<file path="src/rtl/vram_dma_pkg.sv">
`default_nettype none
////////////////////////////////////////////////////////////////////////////////
// Module   : vram_dma_pkg
// Brief    : Shared GPU constants: DMA state encoding and VRAM region bases.
// Revision : 1.0
////////////////////////////////////////////////////////////////////////////////
package vram_dma_pkg;

    typedef enum logic [1:0] {
        ST_IDLE    = 2'd0,
        ST_WAIT_VB = 2'd1,
        ST_RUN     = 2'd2,
        ST_FLUSH   = 2'd3
    } dma_state_t;

    localparam int unsigned LEN_WIDTH = 12;

    localparam logic [11:0] VRAM_PMF_BASE  = 12'h000;
    localparam logic [11:0] VRAM_PMB_BASE  = 12'h200;
    localparam logic [11:0] VRAM_NTBL_BASE = 12'h400;
    localparam logic [11:0] VRAM_OBM_BASE  = 12'h800;

endpackage
`default_nettype wire

</file>
<file path="src/rtl/vram_dma.sv">
`default_nettype none
////////////////////////////////////////////////////////////////////////////////
// Module   : vram_dma
// Brief    : CPU-to-VRAM byte copier, writing only while vblank is high.
// Revision : 1.0
////////////////////////////////////////////////////////////////////////////////
module vram_dma
    import vram_dma_pkg::*;
#(
    parameter int VRAM_ADDR_WIDTH = 12,
    parameter int SRC_ADDR_WIDTH  = 16
) (
    input  logic                       clk,
    input  logic                       rst,
    input  logic                       start,
    input  logic [SRC_ADDR_WIDTH-1:0]  src_base,
    input  logic [VRAM_ADDR_WIDTH-1:0] dst_base,
    input  logic [LEN_WIDTH-1:0]       length,
    input  logic                       vblank,
    output logic [SRC_ADDR_WIDTH-1:0]  src_addr,
    output logic                       src_rd,
    input  logic [7:0]                 src_data,
    output logic [7:0]                 data,
    output logic [VRAM_ADDR_WIDTH-1:0] address,
    output logic                       cs,
    output logic                       busy,
    output logic                       done
);

    dma_state_t                 r_state;
    dma_state_t                 w_state_nxt;
    logic [SRC_ADDR_WIDTH-1:0]  r_src;
    logic [VRAM_ADDR_WIDTH-1:0] r_dst;
    logic [LEN_WIDTH-1:0]       r_remaining;
    logic                       r_pending;
    logic                       r_done_empty;
    logic                       w_rd;
    logic                       w_accept;
    logic                       w_accept_empty;

    assign w_accept       = (r_state == ST_IDLE) && start && (length != '0);
    assign w_accept_empty = (r_state == ST_IDLE) && start && (length == '0);
    assign w_rd           = (r_state == ST_RUN) && vblank && (r_remaining != '0);

    always_comb begin
        w_state_nxt = r_state;
        case (r_state)
            ST_IDLE: begin
                if (w_accept) begin
                    w_state_nxt = ST_WAIT_VB;
                end
            end
            ST_WAIT_VB: begin
                if (vblank) begin
                    w_state_nxt = ST_RUN;
                end
            end
            ST_RUN: begin
                if (w_rd && (r_remaining == LEN_WIDTH'(1))) begin
                    w_state_nxt = ST_FLUSH;
                end else if (!vblank) begin
                    w_state_nxt = ST_WAIT_VB;
                end
            end
            ST_FLUSH: begin
                w_state_nxt = ST_IDLE;
            end
            default: begin
                w_state_nxt = ST_IDLE;
            end
        endcase
    end

    always_ff @(posedge clk) begin
        if (rst) begin
            r_state      <= ST_IDLE;
            r_src        <= '0;
            r_dst        <= '0;
            r_remaining  <= '0;
            r_pending    <= 1'b0;
            r_done_empty <= 1'b0;
        end else begin
            r_state      <= w_state_nxt;
            // The read issued this cycle becomes next cycle's VRAM write.
            r_pending    <= w_rd;
            r_done_empty <= w_accept_empty;
            if (w_accept) begin
                r_src       <= src_base;
                r_dst       <= dst_base;
                r_remaining <= length;
            end else begin
                if (w_rd) begin
                    r_src       <= r_src + SRC_ADDR_WIDTH'(1);
                    r_remaining <= r_remaining - LEN_WIDTH'(1);
                end
                if (r_pending) begin
                    r_dst <= r_dst + VRAM_ADDR_WIDTH'(1);
                end
            end
        end
    end

    assign src_rd   = w_rd;
    assign src_addr = r_src;
    assign cs       = r_pending;
    assign address  = r_dst;
    // Gated so the write bus stays quiet outside a write cycle.
    assign data     = r_pending ? src_data : 8'h00;
    assign busy     = (r_state != ST_IDLE);
    assign done     = (r_state == ST_FLUSH) || r_done_empty;

endmodule
`default_nettype wire

</file>
<file path="config.mk">
export PLATFORM = sky130hd
export DESIGN_NAME = vram_dma
export DESIGN_NICKNAME = d
export VERILOG_FILES = /design/src/rtl/vram_dma_pkg.sv /design/src/rtl/vram_dma.sv
export SDC_FILE = /design/constraint.sdc
export NUM_CORES = 1
export LEC_CHECK = 0
export ABC_AREA = 1
export BUFFER_PORTS_ARGS = -buffer_cell sky130_fd_sc_hd__buf_4
export CAP_MARGIN = 20
export CORE_AREA = 3 3 79 81
export DETAILED_ROUTE_END_ITERATION = 10
export DIE_AREA = 0 0 82 84
export GPL_ROUTABILITY_DRIVEN = 0
export GPL_TIMING_DRIVEN = 0
export PLACE_DENSITY = 0.83
export RECOVER_POWER = 50
export SETUP_SLACK_MARGIN = 0.5
export SYNTH_ARGS = -nofsm -noshare
export SYNTH_HDL_FRONTEND = slang
export SYNTH_SLANG_ARGS = --single-unit
</file>
<file path="constraint.sdc">
create_clock -name clk -period 4.5 [get_ports clk]
set_clock_uncertainty 0.1 [all_clocks]
set_input_delay 0.45 -clock clk [delete_from_list [all_inputs] [get_ports clk]]
set_output_delay 0.45 -clock clk [all_outputs]
set_load 0.05 [all_outputs]
</file>
Word level (Yosys, flattened, before mapping)
Index checks and enable logic that the tools add are counted.
- bitwise operators: 0
- add/subtract/negate cells: 3
- divide/modulo/power cells: 0
- eq/ne operators: 7
- shift-type cells: 0
- multipliers: 0
- magnitude comparators: 0
- mux-type cells: 12
- reduce and logical (&&, ||, !) cells: 15
- operator list (operator ; number):
    12-bit 2-to-1 mux ; 4
    16-bit 2-to-1 mux ; 2
    12-bit nonzero test ; 2
    16-bit by 1-bit adder with 16-bit output, second input constant ; 1
    12-bit by 1-bit adder with 12-bit output, second input constant ; 1
    12-bit by 1-bit == test with 1-bit output, second input constant ; 1
    12-bit logical NOT ; 1
    12-bit by 1-bit subtractor with 12-bit output, second input constant ; 1
    2-bit 2-to-1 mux ; 4
    8-bit 2-to-1 mux ; 1
    2-bit case mux with 4 select lines ; 1
    1-bit logical AND ; 6
    2-bit nonzero test ; 3
    2-bit == test, second input constant ; 2
    2-bit != test, second input constant ; 2
    3-bit by 2-bit != test with 1-bit output, second input constant ; 1
    3-bit AND reduction ; 1
    2-bit by 1-bit == test with 1-bit output, second input constant ; 1
    2-bit logical NOT ; 1
    1-bit logical OR ; 1
- input port bits: 52
- flip-flop bits (word level): 44
- logic and storage cells: 43
- RAM bits: 0
- memories: 0
- ROM bits: 0
- latch bits: 0

Depth between registers and ports, before layout
Gate-level depths: netlist of the first run.
- word-level depth: 6
- depth in mapped cells: 11
- mapped depth without buffers: 10

Least setup slack after synthesis of the first run
OpenSTA, ideal clock, no wires.
- path kind: flip-flop to flip-flop
- start: register r_src[0], in the netlist src_addr[0]
- end: register r_src[10], in the netlist src_addr[10]
- library setup time: 0.109 ns
- slack: 2.544 ns
- stages on the path, launching flop included: 11
- arrival time: 1.748 ns
- path buffers: 0
- path through: dfxtp_1 ha_1 nand2_1 nor2_1 nand2_1 nor2_1 nand2_1 nand3_1 nand3_1 nand2_1 inv_1
- cells in the longest elaborated chain, start to end: 3
- ends and longest elaborated chain (what ; RTL line ; RTL):
    start, declared ; vram_dma.sv:32 ; logic [SRC_ADDR_WIDTH-1:0] r_src;
    start signal, assigned ; vram_dma.sv:88 ; r_src <= src_base;
    start signal, assigned ; vram_dma.sv:93 ; r_src <= r_src + SRC_ADDR_WIDTH'(1);
    16-bit by 1-bit adder with 16-bit output ; vram_dma.sv:93 ;
    16-bit 2-to-1 mux ; vram_dma.sv:92 ; if (w_rd) begin
    16-bit 2-to-1 mux ; vram_dma.sv:87 ; if (w_accept) begin
No other way between the ends. The select of a mux whose other input is x is not followed.
A chain may end at the register's enable or synchronous reset.

Worst setup path in the final report of the first run
- start: register r_remaining[0]
- end: output src_rd
- cells in the longest elaborated chain, start to end: 2
- ends and longest elaborated chain (what ; RTL line ; RTL):
    start, declared ; vram_dma.sv:34 ; logic [LEN_WIDTH-1:0] r_remaining;
    start signal, assigned ; vram_dma.sv:90 ; r_remaining <= length;
    start signal, assigned ; vram_dma.sv:94 ; r_remaining <= r_remaining - LEN_WIDTH'(1);
    12-bit nonzero test ; vram_dma.sv:43 ; assign w_rd = (r_state == ST_RUN) && vblank && (r_remaining != '0);
    1-bit logical AND ; vram_dma.sv:43 ;
    end, declared ; vram_dma.sv:21 ; output logic src_rd,
No other way between the ends.

==> results.toml, run 1 <==
[run_status]
status = "completed"

[synth]
synth_seq_cells = 44
synth_nets = 562
synth_flop_cell = "dfxtp_1"
syn_area_mm2 = 0.00307
yosysTopAreaCell = "dfxtp_1"
yosysSeqAreaShare = 0.287
synth_top_cell_area_share = 0.287
avgSynthCellArea_um2 = 6.06
synth-edff-count = 0
async_reset_ff_frac = 0
yosysUniqueCellTypes = 35
synthCells = 506
ys_top_cells_by_area = "dfxtp_1 29%, nand2_1 18%, nand3_1 12%"
yosys_warnings = 0

[route]
post_drt_wl_per_cell_um = 13.5
ant_nets = 0
wirelength_um = 9170
drt_iter0_markers = 234
vias_per_cell = 5.32
first_pass_iters = 5
drc = 0
dr_total_vias = 3599

[floorplan]
rows = 27
die_h_um = 84
io_pins = 92
core-area_mm2 = 0.00554
die-area_mm2 = 0.00689
fp.dieW_um = 82
initial_core_util = 0.554

[setup_path]
rr_worst_depth = 9
r2r-end = "r_remaining[6]"
crit_fanout = 10
reg2reg_from = "r_remaining[0]"
reg2reg_slack_ns = 2.50
worstPathArrival_ns = 2.09
endpoint_kind = "output port"
worstSetupPathType = "register to output port"
start_kind = "register"
required_ns = 3.95

[flow_run]
maxCapViolations = 0

[clock_network]
clock_sinks = 44
hold_buffers = 0
cts_max_path_buffers = 2
cts_setup_buffers = 0
clock_latency_ns = 0.31
path_clk_slew_ns = 0.09
cts_resized = 0
tritoncts = "done"
root_buffer = "clkbuf_8"
cts_inserted_buffers = 5
cts-htree-levels = 2

[sta]
hold_viol_final = 0
tightest_slew_ns = 0.619
layout_min_cycle_time_ns = 2.64
max_freq_mhz = 378
relSlewSlack = 0.589
rsz0062_at_grt = "false"
tns_ns = 0
setup_slack_ns = 1.86
finalCritPeriodShare = 0.587
finalMaxSlewViolations = 0
setup_viol_count_final = 0

[worst_hold_path]
holdPathStages = 3
holdPathEnd = "address[5]"
hp-class = "input port to register"
min_from = "dst_base[5]"

[global_routing]
first_global_vias = 3249
grtUsageMet1 = 0.327
grtUsageMet2 = 0.453
grt_antenna_before_repair = 0
grt_max_degree = 14
overflow = 0
grt_usage = 0.263
top_usage_layer = "met2"
grt.met3_usage = 0.0464
grt_pass1_wl_um = 14400

[pwr]
vdd_ir_drop_max_mv = 0.167
powerDensity_mw_per_mm2 = 320
p_leak_nw = 1.84

[place]
dp_hpwl_um = 6950
postPlaceCellArea_mm2 = 0.00384
numPortBuffers = 91
place_inst = 669
place_ws_ns = 2.21

[final_layout]
area_growth_pct = 24.6
diodes = 0
layout.nets = 660
fin_area_mm2 = 0.00382
drive_gt1_frac = 0.152
final_cells = 677
nFillCells = 534
finish.utilization = 0.689
==> layout make-up <==
type                            count  area, um2  share of cell area
Sequential cell                    44        881               0.231
Tap cell                           72       90.1              0.0236
Clock inverter                      2       35.0             0.00917
Timing Repair Buffer               91        563               0.147
Clock buffer                        6       72.6              0.0190
Inverter                           64        241              0.0632
Buffer                             17        101              0.0265
Multi-Input combinational cell    381       1840               0.481
==> kinds of logic (layout without fill, tap and decap cells) <==
| logic type | Yosys count | in the layout | synth area share |
|---|---|---|---|
| xor gates and xnor gates | 9 | 9 | 0.0257 |
| DFF | 44 | 44 | 0.287 |
| and+or+nand+nor | 311 | 311 | 0.452 |
| AOI/OAI and AO/OA | 56 | 56 | 0.102 |
| adders and majority gates | 4 | 4 | 0.0163 |
| muxes | 1 | 1 | 0.00326 |
| buffers and inverters | 81 | 180 | 0.113 |
==> stage by stage <==
stage | hold WS [ns] | power, mW
final | 0.283 | 1.22
after global routing | 0.306 | 1.28
after CTS | 0.249 | 1.24
after detailed placement | 0.401 | 0.937
after global placement | 0.394 | 0.928
after floorplan | 0.377 | 0.797
==> worst max-delay path, cell delays in order (launching register included) <==
cell	delay [ns]
dfxtp_1	0.42
inv_1	0.13
ha_1	0.32
nand2_4	0.14
nor2_8	0.06
a21oi_4	0.19
buf_2	0.28
buf_4	0.24
==> registers in the layout, indices dropped and copies added (netlist names) <==
signal / cells
r_remaining: 12
r_done_empty: 1
cs: 1
r_state: 2
src_addr: 16
address: 12
==> layout by cell type (no fill, tap or decap), types with 2 or more instances in the layout <==
cell	n
xnor2_1	3
inv_2	4
xor2_1	6
nor3_1	2
ha_1	4
o21ai_0	14
o21bai_1	4
inv_1	59
nand4_1	7
buf_2	6
o211ai_1	2
buf_4	60
nor2_4	2
buf_8	2
a21oi_1	26
o31ai_1	2
nand3_1	72
clkbuf_1	40
o21ai_1	6
clkbuf_8	5
nand3b_1	6
dfxtp_1	44
nand2_1	151
nor2_1	61
nand2_4	3
clkinv_2	2
==> worst max-delay path by stage <==
| stage | from | endpoint | depth (start not counted) |
|---|---|---|---|
| floorplan | src_addr[0] | src_addr[10] | 10 |
| global placement | r_remaining[0] | src_rd | 7 |
| detailed placement | r_remaining[0] | src_rd | 7 |
| CTS | r_remaining[0] | src_rd | 7 |
| global route | r_remaining[0] | src_rd | 7 |
| finish | r_remaining[0] | src_rd | 7 |
==> synth_stat cells, types with 3 or more instances <==
library cell  number
a21oi_1           26
buf_2              8
clkbuf_1           5
dfxtp_1           44
ha_1               4
inv_1             59
inv_2              4
nand2_1          149
nand2_2            3
nand2_4            3
nand3_1           72
nand3b_1           6
nand4_1            7
nor2_1            61
o21ai_0           14
o21ai_1            6
o21bai_1           4
xnor2_1            3
xor2_1             6
==> power breakdown <==
| part | switching, mW | internal [mW] | leakage [nW] |
|---|---|---|---|
| registers | 0.0487 | 0.427 | 0.362 |
| logic | 0.296 | 0.138 | 1.42 |
| clock network | 0.147 | 0.165 | 0.0552 |
| total | 0.492 | 0.730 | 1.84 |
==> metal layers <==
layer / wire length [um] / vias to the layer above
li1: - / 1812
met1: 3850 / 1617
met2: 4330 / 157
met3: 872 / 13
met4: 113 / 0
met5: 0 / -
Note: power is estimated with default switching activity, not from simulation.
==> run 2, diff against run 1 <==
--- a/config.mk
+++ b/config.mk
@@ -8,12 +8,12 @@
 export ABC_AREA = 1
 export BUFFER_PORTS_ARGS = -buffer_cell sky130_fd_sc_hd__buf_4
 export CAP_MARGIN = 20
-export CORE_AREA = 3 3 79 81
+export CORE_AREA = 3 3 81 83
 export DETAILED_ROUTE_END_ITERATION = 10
-export DIE_AREA = 0 0 82 84
+export DIE_AREA = 0 0 84 86
 export GPL_ROUTABILITY_DRIVEN = 0
 export GPL_TIMING_DRIVEN = 0
-export PLACE_DENSITY = 0.83
+export PLACE_DENSITY = 0.79
 export RECOVER_POWER = 50
 export SETUP_SLACK_MARGIN = 0.5
 export SYNTH_ARGS = -nofsm -noshare
==> constraint.sdc (replaced) <==
create_clock -name clk -period 2.47 [get_ports clk]
set_clock_uncertainty 0.1 [all_clocks]
set_input_delay 0.247 -clock clk [delete_from_list [all_inputs] [get_ports clk]]
set_output_delay 0.247 -clock clk [all_outputs]
set_load 0.05 [all_outputs]
==> run 2 against run 1 <==
Effect of this change:
- die area increased by 4.9%
- sequential share of layout area is 0.067 points lower
- register-to-register slack got worse by 2.0 ns
- via count grew 1.8%
- first-iteration DRC count is 2.6% lower
- sequential cell count is the same
- critical endpoint unchanged
- highest routed layer unchanged
==> results.toml, run 2 (same netlist as run 1, synthesis figures left out) <==
[route]
dr_total_vias = 3664
post_drt_wl_per_cell_um = 13.6
vias_per_cell = 5.36
ant_nets = 0
drc = 0
drt_iter0_markers = 228
wirelength_um = 9290
first_pass_iters = 5

[final_layout]
diodes = 0
final_cell_mix = "151 x nand2_1, 72 x nand3_1, 64 x buf_4"
area_growth_pct = 25.5
largest_reg_flops = 16
final_cells = 683
nFillCells = 580
layout.nets = 664
finish.utilization = 0.650
layout_commonest_cell = "nand2_1"
drive_gt1_frac = 0.155

[setup_path]
startpoint = "r_remaining[0]"
critPathSlowestCell = "dfxtp_4"
rr_worst_depth = 11
crit_fanout = 6
reg2reg_from = "r_remaining[0]"
cpMostUsedCell = "buf_6"
worstSetupPathType = "register to output port"
worstPathArrival_ns = 1.68
path_cells = "inv_1, ha_4, nand2_4, nor2_8, a21oi_4, buf_6, buf_6"
required_ns = 2.12
endpoint_kind = "output port"
start_kind = "register"
critPathMaxStageDelay_ns = 0.37

[sta]
finalCritPeriodShare = 0.819
finalMaxSlewViolations = 0
relSlewSlack = 0.590
layout_min_cycle_time_ns = 2.02
whs_ns = 0.0539
hold_viol_final = 0
rsz0062_at_grt = "false"
tightest_slew_ns = 0.617
max_freq_mhz = 494
setup_viol_count_final = 0
tns_ns = 0

[worst_hold_path]
min_from = "rst"
holdPathStages = 2
hp-class = "input port to register"

[pwr]
finalPower_mw = 2.12
vdd_ir_drop_max_mv = 0.246
powerDensity_mw_per_mm2 = 550
p_leak_nw = 1.85

[floorplan]
die-area_mm2 = 0.00722
die_h_um = 86
rows = 28
initial_core_util = 0.518
io_pins = 92
core-area_mm2 = 0.00592
fp.dieW_um = 84

[clock_network]
clock_sinks = 44
hold_buffers = 0
root_buffer = "clkbuf_8"
cts-htree-levels = 2
path_clk_slew_ns = 0.08
cts_inserted_buffers = 5
cts_max_path_buffers = 2
tritoncts = "done"
clock_latency_ns = 0.30

[global_routing]
first_global_vias = 3401
grt_max_degree = 13
grt_pass1_wl_um = 15000
overflow = 0
grt_usage = 0.251
grt_antenna_before_repair = 0

[place]
dp_hpwl_um = 7050
numPortBuffers = 91
place_inst = 672

[run_status]
status = "completed"

[flow_run]
maxCapViolations = 0
[run 2: cell count changes in the layout (fill, tap and decap cells not counted), sizes merged]
cell	delta
bufinv	-1
buf	+5
clkbuf	-1
[run 2: power by group]
group | switching, mW | total, mW | internal [mW]
logic | 0.544 | 0.804 | 0.261
registers | 0.0895 | 0.867 | 0.778
clock network | 0.251 | 0.444 | 0.193
total | 0.885 | 2.12 | 1.23
[run 2: worst paths after layout]
kind / to / slack (ns)
worst max-delay path: src_rd / 0.45
worst min-delay path: address[1] / 0.05
worst max register to register: r_remaining[4] / 0.54
worst min register to register: r_state[1] / 0.40
[run 2: metal layers]
layer  vias to the layer above  GRT usage  routed length, um
li1                       1817          -                  -
met1                      1647      0.317               4050
met2                       175      0.421               4200
met3                        25     0.0471                782
met4                         0      0.107                257
met5                         -          0                  0
[run 2: cell type report]
| class | count | area, um2 | area share |
|---|---|---|---|
| Buffer | 17 | 108 | 0.0280 |
| Clock buffer | 6 | 72.6 | 0.0189 |
| Clock inverter | 1 | 5.00 | 0.00130 |
| Inverter | 64 | 241 | 0.0628 |
| Multi-Input combinational cell | 381 | 1850 | 0.480 |
| Sequential cell | 44 | 885 | 0.230 |
| Tap cell | 75 | 93.8 | 0.0244 |
| Timing Repair Buffer | 95 | 597 | 0.155 |
[run 2: repair_timing]
| item | in CTS | in global routing |
|---|---|---|
| resized for setup | 7 | 1 |
| cloned | 0 | 0 |
| setup endpoints to repair | 1 | 1 |
| buffers inserted | 1 | 3 |
| pin swaps | 1 | 1 |
[run 2: worst max-delay path: cells and delay by family (launching register included)]
| kind | cells | cell delay, ns |
|---|---|---|
| and+or+nand+nor | 2 | 0.24 |
| buffers and inverters | 3 | 0.48 |
| DFF | 1 | 0.37 |
| adders and majority gates | 1 | 0.20 |
| AOI/OAI and AO/OA | 1 | 0.08 |
[run 2: metrics by stage]
step | cell area (um2) | setup slack [ns]
floorplan | 3070 | 0.514
global placement | 3840 | 0.398
detailed placement | 3840 | 0.387
CTS | 3950 | 0.501
global route | 3850 | 0.371
finish | 3850 | 0.447
==> run 3, diff against run 2 <==
--- a/config.mk
+++ b/config.mk
@@ -5,15 +5,15 @@
 export SDC_FILE = /design/constraint.sdc
 export NUM_CORES = 1
 export LEC_CHECK = 0
-export ABC_AREA = 1
+export ABC_AREA = 0
 export BUFFER_PORTS_ARGS = -buffer_cell sky130_fd_sc_hd__buf_4
 export CAP_MARGIN = 20
-export CORE_AREA = 3 3 81 83
+export CORE_AREA = 3 3 78 80
 export DETAILED_ROUTE_END_ITERATION = 10
-export DIE_AREA = 0 0 84 86
+export DIE_AREA = 0 0 81 83
 export GPL_ROUTABILITY_DRIVEN = 0
 export GPL_TIMING_DRIVEN = 0
-export PLACE_DENSITY = 0.79
+export PLACE_DENSITY = 0.75
 export RECOVER_POWER = 50
 export SETUP_SLACK_MARGIN = 0.5
 export SYNTH_ARGS = -nofsm -noshare
==> constraint.sdc (replaced) <==
create_clock -name clk -period 1.7 [get_ports clk]
set_clock_uncertainty 0.1 [all_clocks]
set_input_delay 0.17 -clock clk [delete_from_list [all_inputs] [get_ports clk]]
set_output_delay 0.17 -clock clk [all_outputs]
set_load 0.05 [all_outputs]
==> run 3 against run 2 <==
Effect of this change:
- final area grew 18%
- worst setup slack lost 0.73 ns
- critical endpoint is now src_addr[6]
- routed wire length grew 10%
- via count shrank 14%
- clock power grew 100%
- the run now ends with negative setup slack left
- total power grew 76%
- global-route usage grew 3.1 points
- register-to-register slack lost 0.82 ns
- highest routed layer unchanged
==> results.toml, run 3 <==
[final_layout]
nFillCells = 316
finish.utilization = 0.830
drive_gt1_frac = 0.582
final_cells = 519
final_cell_mix = "92 x buf_4, 24 x nor2_1, 22 x nand2_1"
seq_area_um2 = 965
largest_reg_flops = 16
diodes = 0
area_growth_pct = 89.5
multi_input_area_mm2 = 0.00197
layout_commonest_cell = "buf_4"
layout.nets = 502

[run_status]
status = "finished with violations"
violations = "negative setup slack"

[pwr]
p_leak_nw = 1.76
powerDensity_mw_per_mm2 = 819
vdd_ir_drop_max_mv = 0.658

[global_routing]
overflow = 0
top_usage_layer = "met2"
grtUsageMet1 = 0.347
grt_pass1_wl_um = 15300
grt_max_degree = 14
grt.met3_usage = 0.0510
grt_antenna_before_repair = 0
grtUsageMet2 = 0.484
first_global_vias = 3124
grt_usage = 0.282

[sta]
rsz0062_at_grt = "true"
tns_ns = -3.91
finalMaxSlewViolations = 0
finalCritPeriodShare = 1.16
setup_slack_ns = -0.280
relSlewSlack = 0.521
whs_ns = 0.0137
hold_viol_final = 0
max_freq_mhz = 505
tightest_slew_ns = 0.718
layout_min_cycle_time_ns = 1.98
setup_viol_count_final = 30

[setup_path]
endpoint_kind = "register"
worstSetupPathType = "register to register"
required_ns = 1.77
start_kind = "register"
worstPathArrival_ns = 2.05
crit_fanout = 7

[synth]
syn_area_mm2 = 0.00240
async_reset_ff_frac = 0
ys_top_cells_by_area = "dfxtp_1 37%, nor2_1 6.4%, a211oi_1 5.3%"
synth-edff-count = 0
yosysMostFrequentCell = "dfxtp_1"
synth_nets = 358
synth_top_family_by_area = "simple AND/OR/NAND/NOR gates"
synthCells = 302
yosysSeqAreaShare = 0.367
synth_flop_cell = "dfxtp_1"
synthMuxAreaShare = 0.00418
yosysTopAreaCell = "dfxtp_1"
yosys_warnings = 0
synth_compound_area_frac = 0.213
synth_top_cell_area_share = 0.367
avgSynthCellArea_um2 = 7.94
synth_adder_area_share = 0.0209
synth_xor_area_frac = 0.0585
synth_seq_cells = 44
synth_commonest_cells = "44 x dfxtp_1, 41 x nor2_1, 25 x nand2_1, 17 x a211oi_1, 14 x nand3_1"
yosysUniqueCellTypes = 50
yosys.area_share.simple = 0.294

[clock_network]
root_buffer = "clkbuf_8"
path_clk_slew_ns = 0.09
clock_latency_ns = 0.30
tritoncts = "done"
cts_max_path_buffers = 2
cts_inserted_buffers = 5
clock_sinks = 44
cts-htree-levels = 2

[floorplan]
initial_core_util = 0.438
io_pins = 92
die_h_um = 83
fp.dieW_um = 81
core-area_mm2 = 0.00547
die-area_mm2 = 0.00672
rows = 27

[route]
post_drt_wl_per_cell_um = 19.8
first_pass_iters = 7
dr_total_vias = 3137
drt_iter0_markers = 236
vias_per_cell = 6.04
wirelength_um = 10300
drc = 0
ant_nets = 0

[place]
dp_hpwl_um = 5590
place_inst = 464
place_ws_ns = -0.355
numPortBuffers = 90

[worst_hold_path]
hp-class = "input port to register"

[flow_run]
maxCapViolations = 0
-- run 3: cell count changes in the layout (fill, tap and decap cells not counted), sizes merged, moves of 7 or more --
| cell | previous run | this run |
|---|---|---|
| nand2 | 156 | 26 |
| nand3 | 72 | 14 |
| inv | 63 | 8 |
| buf | 73 | 124 |
| nor2 | 65 | 41 |
| a211oi | 1 | 17 |
| a21oi | 27 | 13 |
| a31oi | 0 | 12 |
| clkbuf | 45 | 34 |
| and2 | 1 | 9 |
| nor4 | 1 | 9 |
| o21ai | 20 | 12 |
| or3 | 0 | 7 |
-- run 3: timing repair --
| item | CTS | global route |
|---|---|---|
| hold buffers | 1 | 0 |
| setup endpoints to repair | 56 | 59 |
| gates cloned | 6 | 0 |
| buffers inserted | 32 | 8 |
| pin swaps | 32 | 22 |
| gates resized for setup | 89 | 34 |
| hold endpoints to repair | 1 | 0 |
-- run 3: worst max-delay path, stage by stage (launching register included) --
cell	delay (ns)
dfxtp_4	0.39
inv_4	0.04
ha_4	0.16
nor3b_4	0.15
a31o_4	0.30
buf_4	0.16
nor3_4	0.15
xnor2_1	0.09
a211oi_1	0.30
-- run 3: final cells by class --
class,instances,area share
clock inverters,1,0.00661
clock buffers,7,0.0212
plain buffers,16,0.0457
inverters,8,0.00936
repair buffers,136,0.251
well taps,72,0.0198
flip-flops and latches,44,0.212
multi-input cells,235,0.434
-- run 3: worst paths after layout --
check	from	end	slack [ns]	depth (start not counted)
setup / recovery	r_remaining[0]	src_addr[6]	-0.28	8
hold / removal	length[9]	r_remaining[9]	0.01	2
setup reg to reg	r_remaining[0]	src_addr[6]	-0.28	8
hold reg to reg	src_addr[7]	src_addr[7]	0.41	2
-- run 3: stage by stage --
stage	instance area [um2]	power (mW)
after global placement	3550	2.37
after floorplan	2790	2.04
after CTS	4410	3.60
final	4540	3.72
after global routing	4540	3.87
after detailed placement	3550	2.39
-- run 3: kinds of logic after synthesis --
group,Yosys count
fa+ha+maj,4
xor+xnor,16
compound gates,76
flops,44
buf+inv,24
simple gates,137
mux,1
-- run 3: layer usage --
| metal | share of wire | wire [um] | up-vias |
|---|---|---|---|
| li1 | - | - | 1412 |
| met1 | 0.37 | 3820 | 1506 |
| met2 | 0.51 | 5270 | 189 |
| met3 | 0.089 | 915 | 30 |
| met4 | 0.025 | 259 | 0 |
| met5 | 0 | 0 | - |
-- run 3: where the power goes --
part           internal [mW]  total [mW]  switching, mW
combinational          0.689        1.51          0.824
clock                  0.519       0.897          0.377
sequential              1.14        1.31          0.167
total                   2.35        3.72           1.37
